### src/rtl/display_mux_ctrl.sv
// display_mux_ctrl
//   Time-multiplexes one shared 7-segment decoder across two common-anode
//   digits. The scan order is SHOW0 -> BLANK0 -> SHOW1 -> BLANK1. The blanking
//   gaps between the lit phases prevent ghosting. New digit pairs are staged
//   and swapped in only at the frame boundary, which is the BLANK1 -> SHOW0
//   transition. A frame therefore always displays one consistent pair.
//
// Ports
//   clk         system clock
//   reset       asynchronous, active-high reset
//   load        1-cycle strobe: capture d0/d1 as the next digit pair
//   d0, d1      next values for digit 0 (right) and digit 1 (left)
//   s           nibble driven to the shared decoder
//   en_n        active-low anode enables: [0] = digit0, [1] = digit1
//   frame_done  1-cycle pulse on each frame-boundary cycle
//   pending     high while a loaded pair waits for the next boundary
module display_mux_ctrl #(
  parameter int unsigned REFRESH_CYCLES = 50000,
  parameter int unsigned BLANK_CYCLES   = 500,
  parameter int unsigned CNT_W          = 16
) (
  input  logic       clk,
  input  logic       reset,
  input  logic       load,
  input  logic [3:0] d0,
  input  logic [3:0] d1,
  output logic [3:0] s,
  output logic [1:0] en_n,
  output logic       frame_done,
  output logic       pending
);

  typedef enum logic [1:0] {SHOW0, BLANK0, SHOW1, BLANK1} state_t;

  localparam logic [CNT_W-1:0] REFRESH_LAST = CNT_W'(REFRESH_CYCLES - 1);
  localparam logic [CNT_W-1:0] BLANK_LAST   = CNT_W'(BLANK_CYCLES - 1);

  state_t           state, state_nxt;
  logic [CNT_W-1:0] cnt, cnt_nxt;
  logic [3:0]       sh0, sh1, sh0_nxt, sh1_nxt;
  logic [3:0]       pd0, pd1;
  logic             pend;
  logic             last, boundary;
  logic [1:0]       en_n_nxt;
  logic [3:0]       s_nxt;
  logic             frame_done_nxt;

  always_comb begin
    last      = 1'b0;
    boundary  = 1'b0;
    state_nxt = state;
    cnt_nxt   = cnt + CNT_W'(1);
    sh0_nxt   = sh0;
    sh1_nxt   = sh1;

    if (state == SHOW0 || state == SHOW1) last = (cnt == REFRESH_LAST);
    else                                  last = (cnt == BLANK_LAST);
    boundary = (state == BLANK1) && last;

    if (last) begin
      cnt_nxt = '0;
      unique case (state)
        SHOW0:   state_nxt = BLANK0;
        BLANK0:  state_nxt = SHOW1;
        SHOW1:   state_nxt = BLANK1;
        default: state_nxt = SHOW0;
      endcase
    end

    // A load that coincides with the boundary bypasses the pending registers.
    if (boundary) begin
      if (load) begin
        sh0_nxt = d0;
        sh1_nxt = d1;
      end else if (pend) begin
        sh0_nxt = pd0;
        sh1_nxt = pd1;
      end
    end
  end

  // The outputs are registered. They are decoded from the next-state values,
  // so they line up with the state register on the same clock edge. The
  // blanking phases pre-present the digit that lights next.
  always_comb begin
    en_n_nxt = 2'b11;
    s_nxt    = sh0_nxt;
    unique case (state_nxt)
      SHOW0:   begin en_n_nxt = 2'b10; s_nxt = sh0_nxt; end
      BLANK0:  begin en_n_nxt = 2'b11; s_nxt = sh1_nxt; end
      SHOW1:   begin en_n_nxt = 2'b01; s_nxt = sh1_nxt; end
      default: begin en_n_nxt = 2'b11; s_nxt = sh0_nxt; end
    endcase
    frame_done_nxt = (state_nxt == BLANK1) && (cnt_nxt == BLANK_LAST);
  end

  always_ff @(posedge clk or posedge reset) begin
    if (reset) begin
      state      <= BLANK1;
      cnt        <= '0;
      sh0        <= '0;
      sh1        <= '0;
      pd0        <= '0;
      pd1        <= '0;
      pend       <= 1'b0;
      en_n       <= 2'b11;
      s          <= '0;
      frame_done <= 1'b0;
    end else begin
      state <= state_nxt;
      cnt   <= cnt_nxt;
      sh0   <= sh0_nxt;
      sh1   <= sh1_nxt;
      if (load && !boundary) begin
        pd0  <= d0;
        pd1  <= d1;
        pend <= 1'b1;
      end else if (boundary) begin
        pend <= 1'b0;
      end
      en_n       <= en_n_nxt;
      s          <= s_nxt;
      frame_done <= frame_done_nxt;
    end
  end

  assign pending = pend;

endmodule

### config.mk
export PLATFORM = sky130hd
export DESIGN_NAME = display_mux_ctrl
export DESIGN_NICKNAME = d
export VERILOG_FILES = /design/src/rtl/display_mux_ctrl.sv
export SDC_FILE = /design/constraint.sdc
export NUM_CORES = 1
export LEC_CHECK = 0
export CAP_MARGIN = 20
export CORE_MARGIN = 2
export CORE_UTILIZATION = 30
export DETAILED_ROUTE_END_ITERATION = 8
export PLACE_DENSITY = 0.45
export RECOVER_POWER = 25
export SYNTH_ARGS = -nofsm -noshare
export SYNTH_HDL_FRONTEND = slang
export SYNTH_SLANG_ARGS = --single-unit
export TNS_END_PERCENT = 1
### constraint.sdc
create_clock -name clk -period 2.69 [get_ports clk]
set_input_delay 0.538 -clock clk [delete_from_list [all_inputs] [get_ports clk]]
set_output_delay 0.538 -clock clk [all_outputs]
set_load 0.03 [all_outputs]
# After elaboration in Yosys (flattened, before gate mapping)
# Cells that the tools add are included.
# word_totals
ff_bits	42
latch_bits	0
ramBits	0
mem_bits_ro	0
input_bits	11
wordCells	43
n_memories	0
# classes
addsub	1
mul	0
div_mod_pow	0
magnitude_cmp	0
eq_ne	9
shifts	0
n_mux	14
n_bitwise	0
reduce_logical	9
# op_table
op	count
$eq A16 B9 Y1 const B	2
$mux W4	7
$add A16 B1 Y16 const B	1
$eq A16 B16 Y1 const B	1
$mux W16	1
$eq A2 B2 Y1 const B	4
$pmux W2 S3	1
$eq A2 B1 Y1 const B	2
$logic_not A2 Y1	2
$pmux W2 S2	1
$logic_and A1 B1 Y1	3
$mux W1	3
$mux W2	1
$reduce_bool A2 Y1	1
$reduce_or A2 Y1	1
$logic_not A1 Y1	1
$logic_or A1 B1 Y1	1

# Logic depth before layout (Yosys ltp)
# Gate-level depths: netlist (run 1).
# logic_depth
word_depth	7
mapped_depth	12

# Worst setup path after synthesis (run 1)
# No wires, ideal clock.
# synth_timing
path_kind	register to register
from	register cnt[10]
to	register s[0]
t_arrival_ps	2684
path_slack_ps	-94
stages_incl_launch_ff	11
n_path_buf	1
path_cell_list	dfrtp_1 -> or4_4 -> or2_1 -> buf_6 -> nor3_4 -> mux2i_1 -> inv_1 -> ha_1 -> inv_1 -> o41ai_1 -> o32ai_1
# synth_between
elab_chain_len	6
# synth_lines
item	line_no	text
from (decl)	39	logic [CNT_W-1:0] cnt, cnt_nxt;
from (signal assigned)	111	cnt <= cnt_nxt;
$eq A16 B9 Y1 or $eq A16 B16 Y1 (tied branches)	57, 56	
$mux W1 (*)	56	if (state == SHOW0 || state == SHOW1) last = (cnt == REFRESH_LAST);
$mux W2 (*)	60	if (last) begin
net state_nxt[1]	38	state_t state, state_nxt;
$eq A2 B2 Y1 or $eq A2 B1 Y1 (tied branches)	88	unique case (state_nxt)
$reduce_or A2 Y1 (no line) (*)	-	
$mux W4 (*)	88	
net s_nxt[0]	45	logic [3:0] s_nxt;
to (signal assigned)	122	s <= s_nxt;
to (decl)	27	output logic [3:0] s,
# The timed path passes the listed nets; every way through them passes the cells marked *.
# A chain may end at the register's enable or synchronous reset.

# Worst setup path after layout (run 1)
# layout_timing
from	register cnt[12]
to	register frame_done
# layout_between
elab_chain_len	5
# layout_lines
item	line_no	text
$eq A16 B9 Y1 or $eq A16 B16 Y1 (tied branches)	57, 56	
$mux W1 (*)	56	
$mux W2 (*)	60	
net state_nxt[1]	38	
$eq A2 B2 Y1 (*)	94	frame_done_nxt = (state_nxt == BLANK1) && (cnt_nxt == BLANK_LAST);
$logic_and A1 B1 Y1 (*)	94	
net frame_done_nxt	46	logic frame_done_nxt;
to (signal assigned)	123	frame_done <= frame_done_nxt;
to (decl)	29	output logic frame_done,
# Marks and branches as above.

==> results.sh, run 1 <==
export IMPL_r2r_slack_ps=70
export IMPL_syn_cell_area_um2=2340
export IMPL_slew_headroom=0.152
export IMPL_start_kind="flip-flop"
export IMPL_max_slew_worst_pin_slew_ps=1270
export IMPL_grt_pass1_wl_mm=9.85
export IMPL_power_leakage_nw=1.33
export IMPL_rsz0062_at_grt="yes"
export IMPL_design_area_um2=3080
export IMPL_powerDensity_nw_per_um2=381
export IMPL_finalHoldViolCount=0
export IMPL_slew_viol_final=0
export IMPL_hpwl_mm=4.07
export IMPL_grt_max_degree=23
export IMPL_syn_num_nets=253
export IMPL_vdd_ir_drop_max_uv=206
export IMPL_hold_ws_ps=502
export IMPL_synth_top_family_by_area="simple AND/OR/NAND/NOR gates"
export IMPL_synthSimpleGateAreaFrac=0.230
export IMPL_wl_met3_um=187
export IMPL_synth_flop_cell="dfrtp_1"
export IMPL_viasPerCell=4.95
export IMPL_fill_cells=752
export IMPL_synth_compound_area_frac=0.108
export IMPL_wl_met1_mm=2.75
export IMPL_htreeDepth=2
export IMPL_crit_slowest_cell="or4_4"
export IMPL_power_mw=1.17
export IMPL_synth_enable_flop_cells=0
export IMPL_root_buffer="clkbuf_8"
export IMPL_port_buffers=18
export IMPL_final_nets=303
export IMPL_antenna_found_initial=0
export IMPL_setup_ws_ps=70.2
export IMPL_grt_overflow=0
export IMPL_post_route_drc_count=0
export IMPL_fp_dieH_um=92.3
export IMPL_cts_tree="done"
export IMPL_holdCritPathClass="reg2reg"
export IMPL_dpl_cell_area_um2=2790
export IMPL_design_core_area_um2=7650
export IMPL_initial_utilization=0.306
export IMPL_postRouteAntennaNets=0
export IMPL_num_vias=1920
export IMPL_post_route_util=0.402
export IMPL_path_class="reg2reg"
export IMPL_max_freq_mhz=382
export IMPL_synthArstFlopShare=1.00
export IMPL_clock_skew_ps=8.53
export IMPL_die_w_um=92.3
export IMPL_ys_warn_count=0
export IMPL_layout_common_cells="37 x dfrtp_1, 34 x buf_4, 31 x nor2_1"
export IMPL_worst_path_buf_inv=2
export IMPL_ys_seq_area_frac=0.452
export IMPL_synth_xor_area_frac=0.0562
export IMPL_drt_iter0_markers=93
export IMPL_cp_cell_sequence="or4_4, or2_4, nor3_4, mux2i_2, inv_2, buf_6, ha_4, nor3b_2, nand4b_1, nor4_2, and4_1"
export IMPL_antenna_cells=0
export IMPL_cts_buffer_depth=2
export IMPL_dp_slack_ps=18.5
export IMPL_grt_pass1_vias=1965
export IMPL_cp_slowest_stage_delay_ps=540
export IMPL_fp_row_count=32
export IMPL_synth_seq_cells=42
export IMPL_syn_avg_cell_area_um2=9.95
export IMPL_fin_crit_ps=2620
export IMPL_cts_sinks=42
export IMPL_arrival_ps=2810
export IMPL_firstDrtPassIters=4
export IMPL_cp_end_kind="flip-flop"
export IMPL_drt_total_wl_mm=5.88
export IMPL_synthDistinctLibCells=44
export IMPL_synth_top_area_frac=0.407
export IMPL_crit_family="simple AND/OR/NAND/NOR gates"
export IMPL_synth_largest_area_cell="dfrtp_1"
export IMPL_synthMuxAreaShare=0.0701
export IMPL_synthTopCellsByArea="dfrtp_1 41%, mux2_2 5.3%, nor2_1 5.0%"
export IMPL_clkTransAtPathRegs_ps=90
export IMPL_mostFrequentLayoutCell="dfrtp_1"
export IMPL_wl_per_cell_um=15.2
export IMPL_fp_dieArea_um2=8520
export IMPL_ios=19
export IMPL_grt_use_total=0.146
export IMPL_wl_met2_mm=2.90
export IMPL_syn_inst=235
export IMPL_crit_fanout=4
export IMPL_synth_adder_area_share=0.0375
export IMPL_layout_drive_gt1_share=0.290
export IMPL_maxUsedRoutingLayer="met4"
export IMPL_gp_congestion=0.801
export IMPL_clkLatencyLatePin_ps=300
export IMPL_setup_viol_count_final=0
export IMPL_syn2layout_area_growth_pct=31.6
export IMPL_period_share=0.974
export IMPL_cts_buffers=5
export IMPL_drv_cap=0
export IMPL_status="complete, no violations"
export IMPL_critPathRequiredTime_ps=2880
==> where the power goes <==
group | leakage (nW) | internal [mW] | switching [mW]
clock | 0.0472 | 0.207 | 0.240
sequential | 0.524 | 0.650 | 0.00831
combinational | 0.758 | 0.0327 | 0.0352
total | 1.33 | 0.890 | 0.284
==> flip-flops by register name (all words and copies together), names as in the netlist <==
name        count
cnt            16
pending         1
pd1             4
en_n            2
pd0             4
s               4
sh1             4
sh0             4
frame_done      1
state           2
==> final timing paths <==
check,start,end,cells after the start
min reg2reg,pd0[0],pd0[0],1
max reg2reg,cnt[12],frame_done,11
max in group asynchronous,reset,cnt[4],3
min,pd0[0],pd0[0],1
max,cnt[12],frame_done,11
min in group asynchronous,reset,s[3],2
==> metrics by stage <==
stage	std cells	setup TNS (ps)
2_1_floorplan	235	-3.25
3_3_place_gp	367	0
3_5_place_dp	367	0
4_1_cts	385	0
5_1_grt	388	-224
6_report	388	0
==> worst reg2reg max path, stage by stage, from the launching register on <==
cell	delay, ps
dfrtp_1	380
or4_4	540
or2_4	280
nor3_4	200
mux2i_2	280
inv_2	90
buf_6	130
ha_4	140
nor3b_2	140
nand4b_1	110
nor4_2	40
and4_1	180
==> metal layers <==
layer,vias up,global-route usage
met4,0,0.0423
met2,28,0.238
met5,-,0
met3,5,0.0277
met1,935,0.199
li1,952,-
==> what timing repair did <==
action | 4_1_cts | 5_1_grt
setup buffers | 10 | 4
hold buffers | 0 | 0
pin swaps | 3 | 7
resized for setup | 3 | 19
endpoints found under the hold margin | 0 | 0
setup endpoints to repair | 1 | 6
==> synth_stat cells, drive strengths merged, types with 4 or more instances <==
| cell | number |
|---|---|
| o32ai | 8 |
| nand4 | 6 |
| mux2i | 4 |
| clkbuf | 8 |
| xor2 | 9 |
| nand3 | 5 |
| inv | 13 |
| ha | 7 |
| buf | 5 |
| nand2 | 15 |
| nor4bb | 4 |
| nor3 | 11 |
| and4 | 4 |
| dfstp | 4 |
| dfrtp | 38 |
| xnor2 | 6 |
| a31oi | 5 |
| mux2 | 11 |
| o41ai | 5 |
| or2 | 4 |
| nor2 | 32 |
==> logic make-up (layout without fill, tap and decap cells) <==
kind of cell / after synthesis / after routing
AO/OA/AOI/OAI: 32 / 32
AND/OR/NAND/NOR: 98 / 98
buffers and inverters: 26 / 77
multiplexers: 15 / 15
adder cells (fa/ha/maj): 7 / 7
XOR/XNOR: 15 / 15
flip-flops: 42 / 42
==> layout make-up <==
class                           count  area, um^2  area share
Multi-Input combinational cell    167        1280       0.416
Tap cell                          102         128      0.0415
Clock inverter                      2        12.5     0.00407
Timing Repair Buffer               56         465       0.151
Clock buffer                        6        82.6      0.0268
Inverter                           13        51.3      0.0167
Sequential cell                    42        1060       0.343
Power figures use the tool's default switching activity.
==> inputs of run 2 (changes only) <==
Settings changed: CAP_MARGIN 20 to 0, MAX_ROUTING_LAYER from default to met4, SLEW_MARGIN from default to 20.
==> results.sh, run 2 (synthesis gave the netlist of run 1 again) <==
export IMPL_drt_iter0_markers=87
export IMPL_hpwl_mm=4.07
export IMPL_setup_viol_count_final=0
export IMPL_cp_end_kind="flip-flop"
export IMPL_powerDensity_nw_per_um2=381
export IMPL_r2r_start="cnt[12]"
export IMPL_design_core_area_um2=7650
export IMPL_layout_drive_gt1_share=0.290
export IMPL_final_nets=303
export IMPL_grt_overflow=0
export IMPL_reg2reg_to="frame_done"
export IMPL_cts_buffers=5
export IMPL_mostFrequentLayoutCell="dfrtp_1"
export IMPL_pwr_share_comb=0.058
export IMPL_max_slew_worst_pin_slew_ps=1270
export IMPL_status="complete, no violations"
export IMPL_grt_max_degree=23
export IMPL_holdPathEnd="pd0[0]"
export IMPL_worstHoldStart="pd0[0]"
export IMPL_post_route_drc_count=0
export IMPL_rr_worst_depth=11
export IMPL_power_share_sequential=0.561
export IMPL_fin_crit_ps=2620
export IMPL_finalSetupTns_ps=0
export IMPL_r2r_slack_ps=70
export IMPL_crit_fanout=4
export IMPL_initial_utilization=0.306
export IMPL_swShare=0.241
export IMPL_power_leakage_nw=1.33
export IMPL_power_mw=1.17
export IMPL_wl_per_cell_um=15.2
export IMPL_syn2layout_area_growth_pct=31.6
export IMPL_firstDrtPassIters=4
export IMPL_cts_sinks=42
export IMPL_path_class="reg2reg"
export IMPL_max_freq_mhz=382
export IMPL_die_w_um=92.3
export IMPL_slew_headroom=0.154
export IMPL_port_buffers=18
export IMPL_clock_skew_ps=7.15
export IMPL_power_switching_mw=0.283
export IMPL_viasPerCell=4.96
export IMPL_largest_reg_flops=16
export IMPL_drv_cap=0
export IMPL_period_share=0.974
export IMPL_finalHoldViolCount=0
export IMPL_rsz0062_at_grt="yes"
export IMPL_clkTransAtPathRegs_ps=80
export IMPL_power_share_clock=0.381
export IMPL_grt_pass1_wl_mm=9.86
export IMPL_holdCritPathClass="reg2reg"
export IMPL_ios=19
export IMPL_num_vias=1926
export IMPL_htreeDepth=2
export IMPL_gp_congestion=0.813
export IMPL_drt_total_wl_mm=5.90
export IMPL_antenna_found_initial=0
export IMPL_grt_pass1_vias=1959
export IMPL_grt_use_total=0.150
export IMPL_critPathRequiredTime_ps=2880
export IMPL_postRouteAntennaNets=0
export IMPL_root_buffer="clkbuf_8"
export IMPL_min_delay_path_depth=1
export IMPL_fp_dieArea_um2=8520
export IMPL_slew_viol_final=0
export IMPL_fp_dieH_um=92.3
export IMPL_p_int_mw=0.890
export IMPL_antenna_cells=0
export IMPL_regMostFlops="cnt"
export IMPL_cts_buffer_depth=2
export IMPL_clkLatencyLatePin_ps=300
export IMPL_cts_tree="done"
export IMPL_start_kind="flip-flop"
export IMPL_fp_row_count=32
export IMPL_vdd_ir_drop_max_uv=206
export IMPL_arrival_ps=2810
export IMPL_layout_common_cells="37 x dfrtp_1, 34 x buf_4, 31 x nor2_1"
run 2: layout make-up:
type	count	area [um^2]
clock buffer	6	82.6
clock inverter	2	12.5
fill	752	4570
inverter	13	51.3
multi-input combinational	167	1280
sequential	42	1060
tap	102	128
timing repair buffer	56	465
run 2: worst max path at each step:
| stage | start | slack, ps | endpoint |
|---|---|---|---|
| detailed placement | cnt[10] | 20 | s[1] |
| CTS | cnt[10] | 10 | frame_done |
| global route | state[0] | -90 | s[2] |
| finish | cnt[12] | 70 | frame_done |
| global placement | cnt[10] | 70 | s[3] |
| floorplan | cnt[10] | -3 | frame_done |
run 2: metrics by stage:
| step | setup slack, ps | hold WS (ps) | cells | util | area [um^2] |
|---|---|---|---|---|---|
| global route | -86.6 | 518 | 388 | 0.402 | 3080 |
| finish | 70.5 | 502 | 388 | 0.402 | 3080 |
| floorplan | -3.25 | 470 | 235 | - | 2340 |
| CTS | 10.8 | 504 | 385 | 0.389 | 2970 |
| detailed placement | 18.5 | 484 | 367 | 0.364 | 2790 |
| global placement | 65.4 | 482 | 367 | 0.364 | 2790 |
run 2: metal layers:
metal / GRT usage / vias up / part of all wire
li1: - / 949 / -
met1: 0.198 / 941 / 0.47
met2: 0.238 / 29 / 0.50
met3: 0.0277 / 7 / 0.024
met4: 0.0423 / 0 / 0.0078
met5: - / - / 0
run 2: critical path, stage by stage, from the launching register on:
cell	delay [ps]
dfrtp_1	380
or4_4	540
or2_4	280
nor3_4	200
mux2i_2	280
inv_2	90
buf_6	130
ha_4	140
nor3b_2	140
nand4b_1	110
nor4_2	40
and4_1	180
run 2: what timing repair did:
item,in CTS,in global routing
resized for setup,3,19
setup buffers,10,4
hold endpoints to repair,0,0
hold buffers,0,0
setup endpoints to repair,1,6
pin swaps,3,7
run 2: power by group through the flow:
| stage | Combinational [mW] | Sequential [mW] | Clock (mW) |
|---|---|---|---|
| 6_report | 0.0681 | 0.658 | 0.446 |
| 3_5_place_dp | 0.0738 | 0.671 | 0 |
| 5_1_grt | 0.0762 | 0.661 | 0.487 |
| 3_3_place_gp | 0.0727 | 0.671 | 0 |
| 4_1_cts | 0.0739 | 0.658 | 0.463 |
| 2_1_floorplan | 0.0372 | 0.670 | 0 |
